File: config.mk
export PLATFORM = sky130hd
export DESIGN_NAME = rb_stream_ctrl
export DESIGN_NICKNAME = d
export VERILOG_FILES = /design/src/rtl/rb_stream_ctrl_pkg.sv /design/src/rtl/rb_stream_ctrl_wrap_counter.sv /design/src/rtl/rb_stream_ctrl.sv
export SDC_FILE = /design/constraint.sdc
export NUM_CORES = 1
export LEC_CHECK = 0
export CAP_MARGIN = 0
export CELL_PAD_IN_SITES_DETAIL_PLACEMENT = 1
export CELL_PAD_IN_SITES_GLOBAL_PLACEMENT = 1
export CORE_ASPECT_RATIO = 0.75
export CORE_MARGIN = 3
export CORE_UTILIZATION = 43
export CTS_CLUSTER_DIAMETER = 200
export DETAILED_ROUTE_END_ITERATION = 8
export DONT_BUFFER_PORTS = 1
export HOLD_SLACK_MARGIN = 0.15
export PLACE_DENSITY_LB_ADDON = 0.1
export SYNTH_ARGS = -nofsm -noshare
export SYNTH_HDL_FRONTEND = slang
export SYNTH_SLANG_ARGS = --single-unit
File: constraint.sdc
create_clock -name clk -period 1.3 [get_ports clk]
set_input_delay 0.26 -clock clk [delete_from_list [all_inputs] [get_ports clk]]
set_output_delay 0.26 -clock clk [all_outputs]
set_load 0.05 [all_outputs]
File: src/rtl/rb_stream_ctrl_pkg.sv
// Shared types and defaults for the row-buffer stream controller.
// Imported by the controller top and its wrap counter.
package rb_stream_ctrl_pkg;

    typedef enum logic [2:0] {
        S_IDLE  = 3'd0,
        S_FILL  = 3'd1,
        S_PRIME = 3'd2,
        S_RUN   = 3'd3,
        S_DONE  = 3'd4
    } state_t;

    localparam int IMG_W_DEF  = 64;
    localparam int IMG_H_DEF  = 64;
    localparam int K_ROWS_DEF = 3;

    function automatic int steer_w(input int k_rows);
        return (k_rows - 1 > 1) ? $clog2(k_rows - 1) : 1;
    endfunction

endpackage

File: src/rtl/rb_stream_ctrl_wrap_counter.sv
// Modulo (MAX+1) counter with synchronous clear and a wrap strobe.
// Used for the buffer pointer, the column and the row segment.
module rb_stream_ctrl_wrap_counter #(
    parameter int W   = 1,
    parameter int MAX = 1
) (
    input  logic         clk,
    input  logic         rst_n,
    input  logic         en,
    input  logic         clr,
    output logic [W-1:0] cnt,
    output logic         wrap
);

    assign wrap = en & (cnt == W'(MAX));

    always_ff @(posedge clk or negedge rst_n) begin
        if (!rst_n) begin
            cnt <= '0;
        end else if (clr) begin
            cnt <= '0;
        end else if (en) begin
            cnt <= wrap ? '0 : cnt + W'(1);
        end
    end

endmodule

File: src/rtl/rb_stream_ctrl.sv
// Row-buffer controller: FILL, PRIME, RUN, DONE over a valid/ready
// pixel stream, with restart from any state.
module rb_stream_ctrl
    import rb_stream_ctrl_pkg::*;
#(
    parameter  int IMG_W   = IMG_W_DEF,
    parameter  int IMG_H   = IMG_H_DEF,
    parameter  int K_ROWS  = K_ROWS_DEF,
    localparam int DEPTH   = (K_ROWS - 1) * IMG_W,
    localparam int PTR_W   = $clog2(DEPTH),
    localparam int CNT_W   = $clog2(IMG_W * IMG_H + 1),
    localparam int STEER_W = steer_w(K_ROWS)
) (
    input  logic               clk,
    input  logic               rst_n,
    input  logic               start,
    input  logic               pix_valid,
    output logic               pix_ready,
    output logic               wr_en,
    output logic [PTR_W-1:0]   wr_addr,
    output logic               rd_en,
    output logic [PTR_W-1:0]   rd_addr,
    output logic [STEER_W-1:0] steer,
    output logic               steer_en,
    output logic               win_valid,
    output logic               busy,
    output logic               complete
);

    localparam int COL_W = $clog2(IMG_W);
    localparam logic [CNT_W-1:0] LAST_CNT = CNT_W'(IMG_W * IMG_H - 1);

    state_t             r_state;
    logic [CNT_W-1:0]   r_pix_cnt;
    logic               r_win_valid;

    logic               w_fill;
    logic               w_prime;
    logic               w_run;
    logic               w_xfer;
    logic               w_last;
    logic [PTR_W-1:0]   w_ptr;
    logic               w_ptr_wrap;
    logic [COL_W-1:0]   w_col;
    logic               w_col_wrap;
    logic [STEER_W-1:0] w_seg;
    logic               w_unused_seg_wrap;

    assign w_fill  = (r_state == S_FILL);
    assign w_prime = (r_state == S_PRIME);
    assign w_run   = (r_state == S_RUN);
    assign w_xfer  = pix_valid & pix_ready;
    assign w_last  = w_run & w_xfer & (r_pix_cnt == LAST_CNT);

    rb_stream_ctrl_wrap_counter #(.W(PTR_W), .MAX(DEPTH - 1)) u_ptr (
        .clk   (clk),
        .rst_n (rst_n),
        .en    (w_xfer),
        .clr   (start),
        .cnt   (w_ptr),
        .wrap  (w_ptr_wrap)
    );

    rb_stream_ctrl_wrap_counter #(.W(COL_W), .MAX(IMG_W - 1)) u_col (
        .clk   (clk),
        .rst_n (rst_n),
        .en    (w_xfer & w_run),
        .clr   (start),
        .cnt   (w_col),
        .wrap  (w_col_wrap)
    );

    // Segment advances once per full image row, replacing a divide by IMG_W.
    rb_stream_ctrl_wrap_counter #(.W(STEER_W), .MAX(K_ROWS - 2)) u_seg (
        .clk   (clk),
        .rst_n (rst_n),
        .en    (w_col_wrap),
        .clr   (start),
        .cnt   (w_seg),
        .wrap  (w_unused_seg_wrap)
    );

    always_ff @(posedge clk or negedge rst_n) begin
        if (!rst_n) begin
            r_state     <= S_IDLE;
            r_pix_cnt   <= '0;
            r_win_valid <= 1'b0;
        end else begin
            r_win_valid <= w_run & w_xfer;
            if (start) begin
                r_state   <= S_FILL;
                r_pix_cnt <= '0;
            end else begin
                if (w_xfer) begin
                    r_pix_cnt <= r_pix_cnt + CNT_W'(1);
                end
                unique case (r_state)
                    S_FILL:  if (w_xfer && w_ptr_wrap) r_state <= S_PRIME;
                    S_PRIME: r_state <= S_RUN;
                    S_RUN:   if (w_last) r_state <= S_DONE;
                    default: r_state <= r_state;
                endcase
            end
        end
    end

    assign pix_ready = w_fill | w_run;
    assign wr_en     = w_xfer;
    assign wr_addr   = (w_fill | w_run) ? w_ptr : '0;
    assign rd_en     = w_prime | (w_run & w_xfer);
    assign rd_addr   = (w_prime | w_run) ? w_ptr : '0;
    assign steer     = w_run ? w_seg : '0;
    assign steer_en  = w_run & w_xfer;
    assign win_valid = r_win_valid;
    assign busy      = w_fill | w_prime | w_run;
    assign complete  = (r_state == S_DONE);

endmodule

==> results of run 1 <==
-- cell families after synthesis --
kind of cell / Yosys count / share of synthesized area, %
buffers and inverters: 12 / 3.09
AND/OR/NAND/NOR: 96 / 32.2
XOR/XNOR: 16 / 8.24
AO/OA/AOI/OAI: 25 / 8.61
flip-flops: 31 / 45.6
adder cells (fa/ha/maj): 3 / 2.21
-- Yosys cell counts --
master	count
dfrtp_1	31
nor2_1	21
nand2_1	18
and2_1	14
a21oi_1	13
nand3_1	9
xor2_1	9
xnor2_1	7
nand4_1	6
nor3_1	5
and3_1	4
o21ai_0	4
buf_2	3
ha_1	3
inv_1	3
nand2b_1	3
nor4_2	3
or3_1	3
a31oi_1	2
and4_1	2
clkbuf_1	2
inv_2	2
nand4b_1	2
a21o_1	1
a311oi_1	1
a32oi_1	1
buf_1	1
buf_4	1
nand3b_4	1
nand4_4	1
nor2b_1	1
nor3b_1	1
nor4b_1	1
o211ai_1	1
o31ai_1	1
o41ai_1	1
or4_1	1
-- stage by stage --
| step | hold slack (ps) | util [%] |
|---|---|---|
| after floorplan | -35.6 | - |
| after global placement | -34.7 | 58.8 |
| after detailed placement | -34.7 | 58.8 |
==> impl_metrics.json, run 1 <==
{
  "ios": 26,
  "cts_htree_levels": 2,
  "place_congestion": 0.804,
  "dp_hpwl_mm": 3.67,
  "synth_top_area_cell": "dfrtp_1",
  "post_cts_buffers": 24,
  "status": "did not finish",
  "place_area_um2": 2190,
  "syn_inst": 183,
  "ys_types": 37,
  "stop_stage": "4_1_cts",
  "clock_sinks": 31,
  "die_w_um": 78.6,
  "ctsLongestPathBuffers": 2,
  "ys_top_cells_by_area": "dfrtp_1 (46%), and2_1 (5.2%), nor2_1 (4.6%)",
  "initial_core_util_pct": 45.6,
  "port_buffers": 0,
  "cts_buffers": 5,
  "synth.avg_cell_area_um2": 9.29,
  "cts-root-buf": "clkbuf_8",
  "firstError": "[ERROR DPL-0033] detailed placement checks failed during check placement.",
  "synth_nets": 190,
  "post_cts_resized": 60,
  "ys_ff_latch": 31,
  "fp.dieH_um": 60.5,
  "ys_warn_count": 0,
  "rows": 19,
  "synth_top_area_share_pct": 45.6,
  "ys_seq_area_share_pct": 45.6,
  "holdBufCountCts": 3,
  "post-place-ws_ps": -227,
  "place_inst": 274,
  "netlist_area_um2": 1700
}
==> run 2, diff against run 1 <==
- CELL_PAD_IN_SITES_DETAIL_PLACEMENT: 1 -> default
- CELL_PAD_IN_SITES_GLOBAL_PLACEMENT: 1 -> default
- CORE_ASPECT_RATIO: 0.75 -> default
- CORE_UTILIZATION: 43 -> 40
- CTS_CLUSTER_DIAMETER: 200 -> default
- HOLD_SLACK_MARGIN: 0.15 -> default
- PLACE_DENSITY_LB_ADDON: 0.1 -> 0.15
- clock period: 1.3 -> 1.7 ns (I/O delays scaled with it)
==> impl_metrics.json, run 2 <==
{
  "status": "complete, no violations",
  "ios": 26,
  "p_per_area_nw_per_um2": 617,
  "path_max_fanout": 8,
  "synth_edf_count": 0,
  "max_cap_violations": 0,
  "clk_latency_ps": 280,
  "regToRegEndpoint": "r_pix_cnt[9]$_DFFE_PN0P_",
  "die-area_um2": 5070,
  "via_per_inst": 5.42,
  "tightest_slew_ps": 436,
  "dp_hpwl_mm": 2.73,
  "diodes": 0,
  "nNetsFinal": 222,
  "cts_htree_levels": 2,
  "fp.dieH_um": 71.2,
  "synth_top_area_share_pct": 45.6,
  "drt_iter0_drc": 110,
  "cp_slowest_cell": "dfrtp_2",
  "final-setup-viol-count": 0,
  "post-place-ws_ps": 87.2,
  "drcViolationCount": 0,
  "grt_max_degree": 32,
  "synth.avg_cell_area_um2": 9.29,
  "grt_overflow": 0,
  "cp.required_ps": 1360,
  "whs_endpoint": "u_col.cnt[5]$_DFFE_PN0P_",
  "nFillCells": 350,
  "fin_util_pct": 56.1,
  "grt_setup_unrepaired": "true",
  "regToRegSetupSlack_ps": 130,
  "vias": 1441,
  "vdd_ir_drop_max_mv": 0.326,
  "period_share_pct": 99.7,
  "detail_route.wl_per_cell_um": 15.2,
  "firstDrtPassIters": 4,
  "crit_chain": "nor2b_4 > buf_6 > and3_4 > buf_12",
  "largest_reg_flops": 13,
  "rows": 23,
  "ant_nets": 0,
  "post_route_cells_drive_above_1_share_pct": 30.1,
  "p_leak_nw": 0.958,
  "regMostFlops": "r_pix_cnt",
  "ctsLongestPathBuffers": 2,
  "final_common_cell": "dfrtp_1",
  "worstSetupPathType": "reg2out",
  "ys.flop_type": "dfrtp_1",
  "setup_ws_ps": 5.73,
  "mostFrequentLayoutCells": "dfrtp_1 (29), nor2_1 (21), nand2_1 (17), buf_4 (17)",
  "end_kind": "output port",
  "drv_slew": 0,
  "netlist_area_um2": 1700,
  "syn_inst": 183,
  "path_clk_slew_ps": 70,
  "port_buffers": 0,
  "synthTopCellsByCount": "dfrtp_1 (31), nor2_1 (21), nand2_1 (18)",
  "wl_mm": 4.03,
  "grt_pass1_wl_mm": 7.07,
  "fin_crit_ps": 1690,
  "cp-start-kind": "flop",
  "arrival_ps": 1350,
  "slowest_delay_ps": 460,
  "hold_start": "start",
  "grtUsageTotal_pct": 17.6,
  "die_w_um": 71.2,
  "largestRegisters": "r_pix_cnt (13), u_ptr.cnt (7), u_col.cnt (6)",
  "core_area_um2": 4060,
  "ys_ff_latch": 31,
  "ys_top_cells_by_area": "dfrtp_1 (46%), and2_1 (5.2%), nor2_1 (4.6%)",
  "r2r_cells": 5,
  "place_congestion": 0.850,
  "synth_top_area_cell": "dfrtp_1",
  "ys_warn_count": 0,
  "synth_nets": 190,
  "area_delta_synth_final_pct": 33.8,
  "hold_class": "in2reg",
  "fmax_mhz": 590,
  "cts_tree": "built",
  "ys_types": 37,
  "antenna_found_initial": 0,
  "async_flop_share_pct": 100,
  "initial_core_util_pct": 41.9,
  "ys_seq_area_share_pct": 45.6,
  "worstReg2RegStart": "r_state[2]$_DFFE_PN0P_",
  "fin_worst_skew_ps": 6.85,
  "synth.most_common_cell": "dfrtp_1",
  "clock_sinks": 31,
  "hold_violations": 0,
  "grt_pass1_vias": 1518,
  "min_path_cells": 1,
  "relSlewSlack_pct": 70.9,
  "cts-root-buf": "clkbuf_8",
  "cts_buffers": 5
}
-- run 2: cell counts after synthesis --
No cell type changed its count.
-- run 2: metrics by stage --
| stage | instances | setup TNS, ps | area, um2 | hold slack, ps | power, W |
|---|---|---|---|---|---|
| floorplan | 183 | -622 | 1720 | 44.4 | 0.000823 |
| global placement | 247 | 0 | 2030 | 45.3 | 0.000826 |
| detailed placement | 247 | 0 | 2030 | 45.6 | 0.000828 |
| CTS | 258 | -14.4 | 2180 | 106 | 0.00141 |
| global route | 266 | -229 | 2280 | 96.1 | 0.00147 |
| finish | 266 | 0 | 2280 | 118 | 0.00140 |
-- run 2: report_power, final --
group | total (W) | switching, W | internal [W]
sequential | 0.000757 | 0.0000117 | 0.000746
clock | 0.000560 | 0.000273 | 0.000287
combinational | 0.0000866 | 0.0000555 | 0.0000311
total | 0.00140 | 0.000340 | 0.00106
-- run 2: repair_timing --
| item | 4_1_cts | 5_1_grt |
|---|---|---|
| gates cloned | 0 | 1 |
| pin swaps | 0 | 2 |
| hold buffers | 2 | 0 |
| endpoints found under the setup margin | 17 | 20 |
| gates resized for setup | 13 | 12 |
| setup buffers | 1 | 7 |
| endpoints found under the hold margin | 31 | 0 |
-- run 2: metal layers --
layer	vias up	track usage [%]	part of all wire, %
li1	702	-	-
met1	699	21.7	45
met2	31	29.2	49
met3	9	4.83	4.1
met4	0	6.68	1.7
met5	-	0	0
-- run 2: logic make-up (layout without fill, tap and decap cells) --
kind of cell,Yosys count,after routing,share of synthesized area [%]
adders and majority gates,3,3,2.21
AOI/OAI and AO/OA,25,25,8.61
buffers and inverters,12,45,3.09
and+or+nand+nor,96,96,32.2
xor gates and xnor gates,16,16,8.24
DFF,31,31,45.6
-- run 2: final cells by class --
type / instances / area (um2) / share of cell area (%)
clock buffer: 7 / 76.3 / 3.35
clock inverter: 1 / 5.00 / 0.220
inverter: 5 / 25.0 / 1.10
multi-input combinational: 140 / 941 / 41.3
sequential: 31 / 778 / 34.2
tap: 50 / 62.6 / 2.75
timing repair buffer: 31 / 380 / 16.7
timing repair inverter: 1 / 7.51 / 0.330
-- run 2: how the worst max path moves through the flow --
stage,cells after the start,to,start
global route,4,steer,r_state[2]$_DFFE_PN0P_
floorplan,5,wr_addr[0],r_state[0]$_DFFE_PN0P_
global placement,5,r_state[0]$_DFFE_PN0P_,r_pix_cnt[0]$_DFFE_PN0P_
detailed placement,5,r_state[0]$_DFFE_PN0P_,r_pix_cnt[0]$_DFFE_PN0P_
CTS,4,steer,r_state[2]$_DFFE_PN0P_
finish,4,steer,r_state[2]$_DFFE_PN0P_
-- run 2: critical path: cells and delay by family, from the launching register on --
| family | cells | cell delay [ps] |
|---|---|---|
| DFF | 1 | 460 |
| and+or+nand+nor | 2 | 340 |
| buffers and inverters | 2 | 270 |
Power figures use the tool's default switching activity.
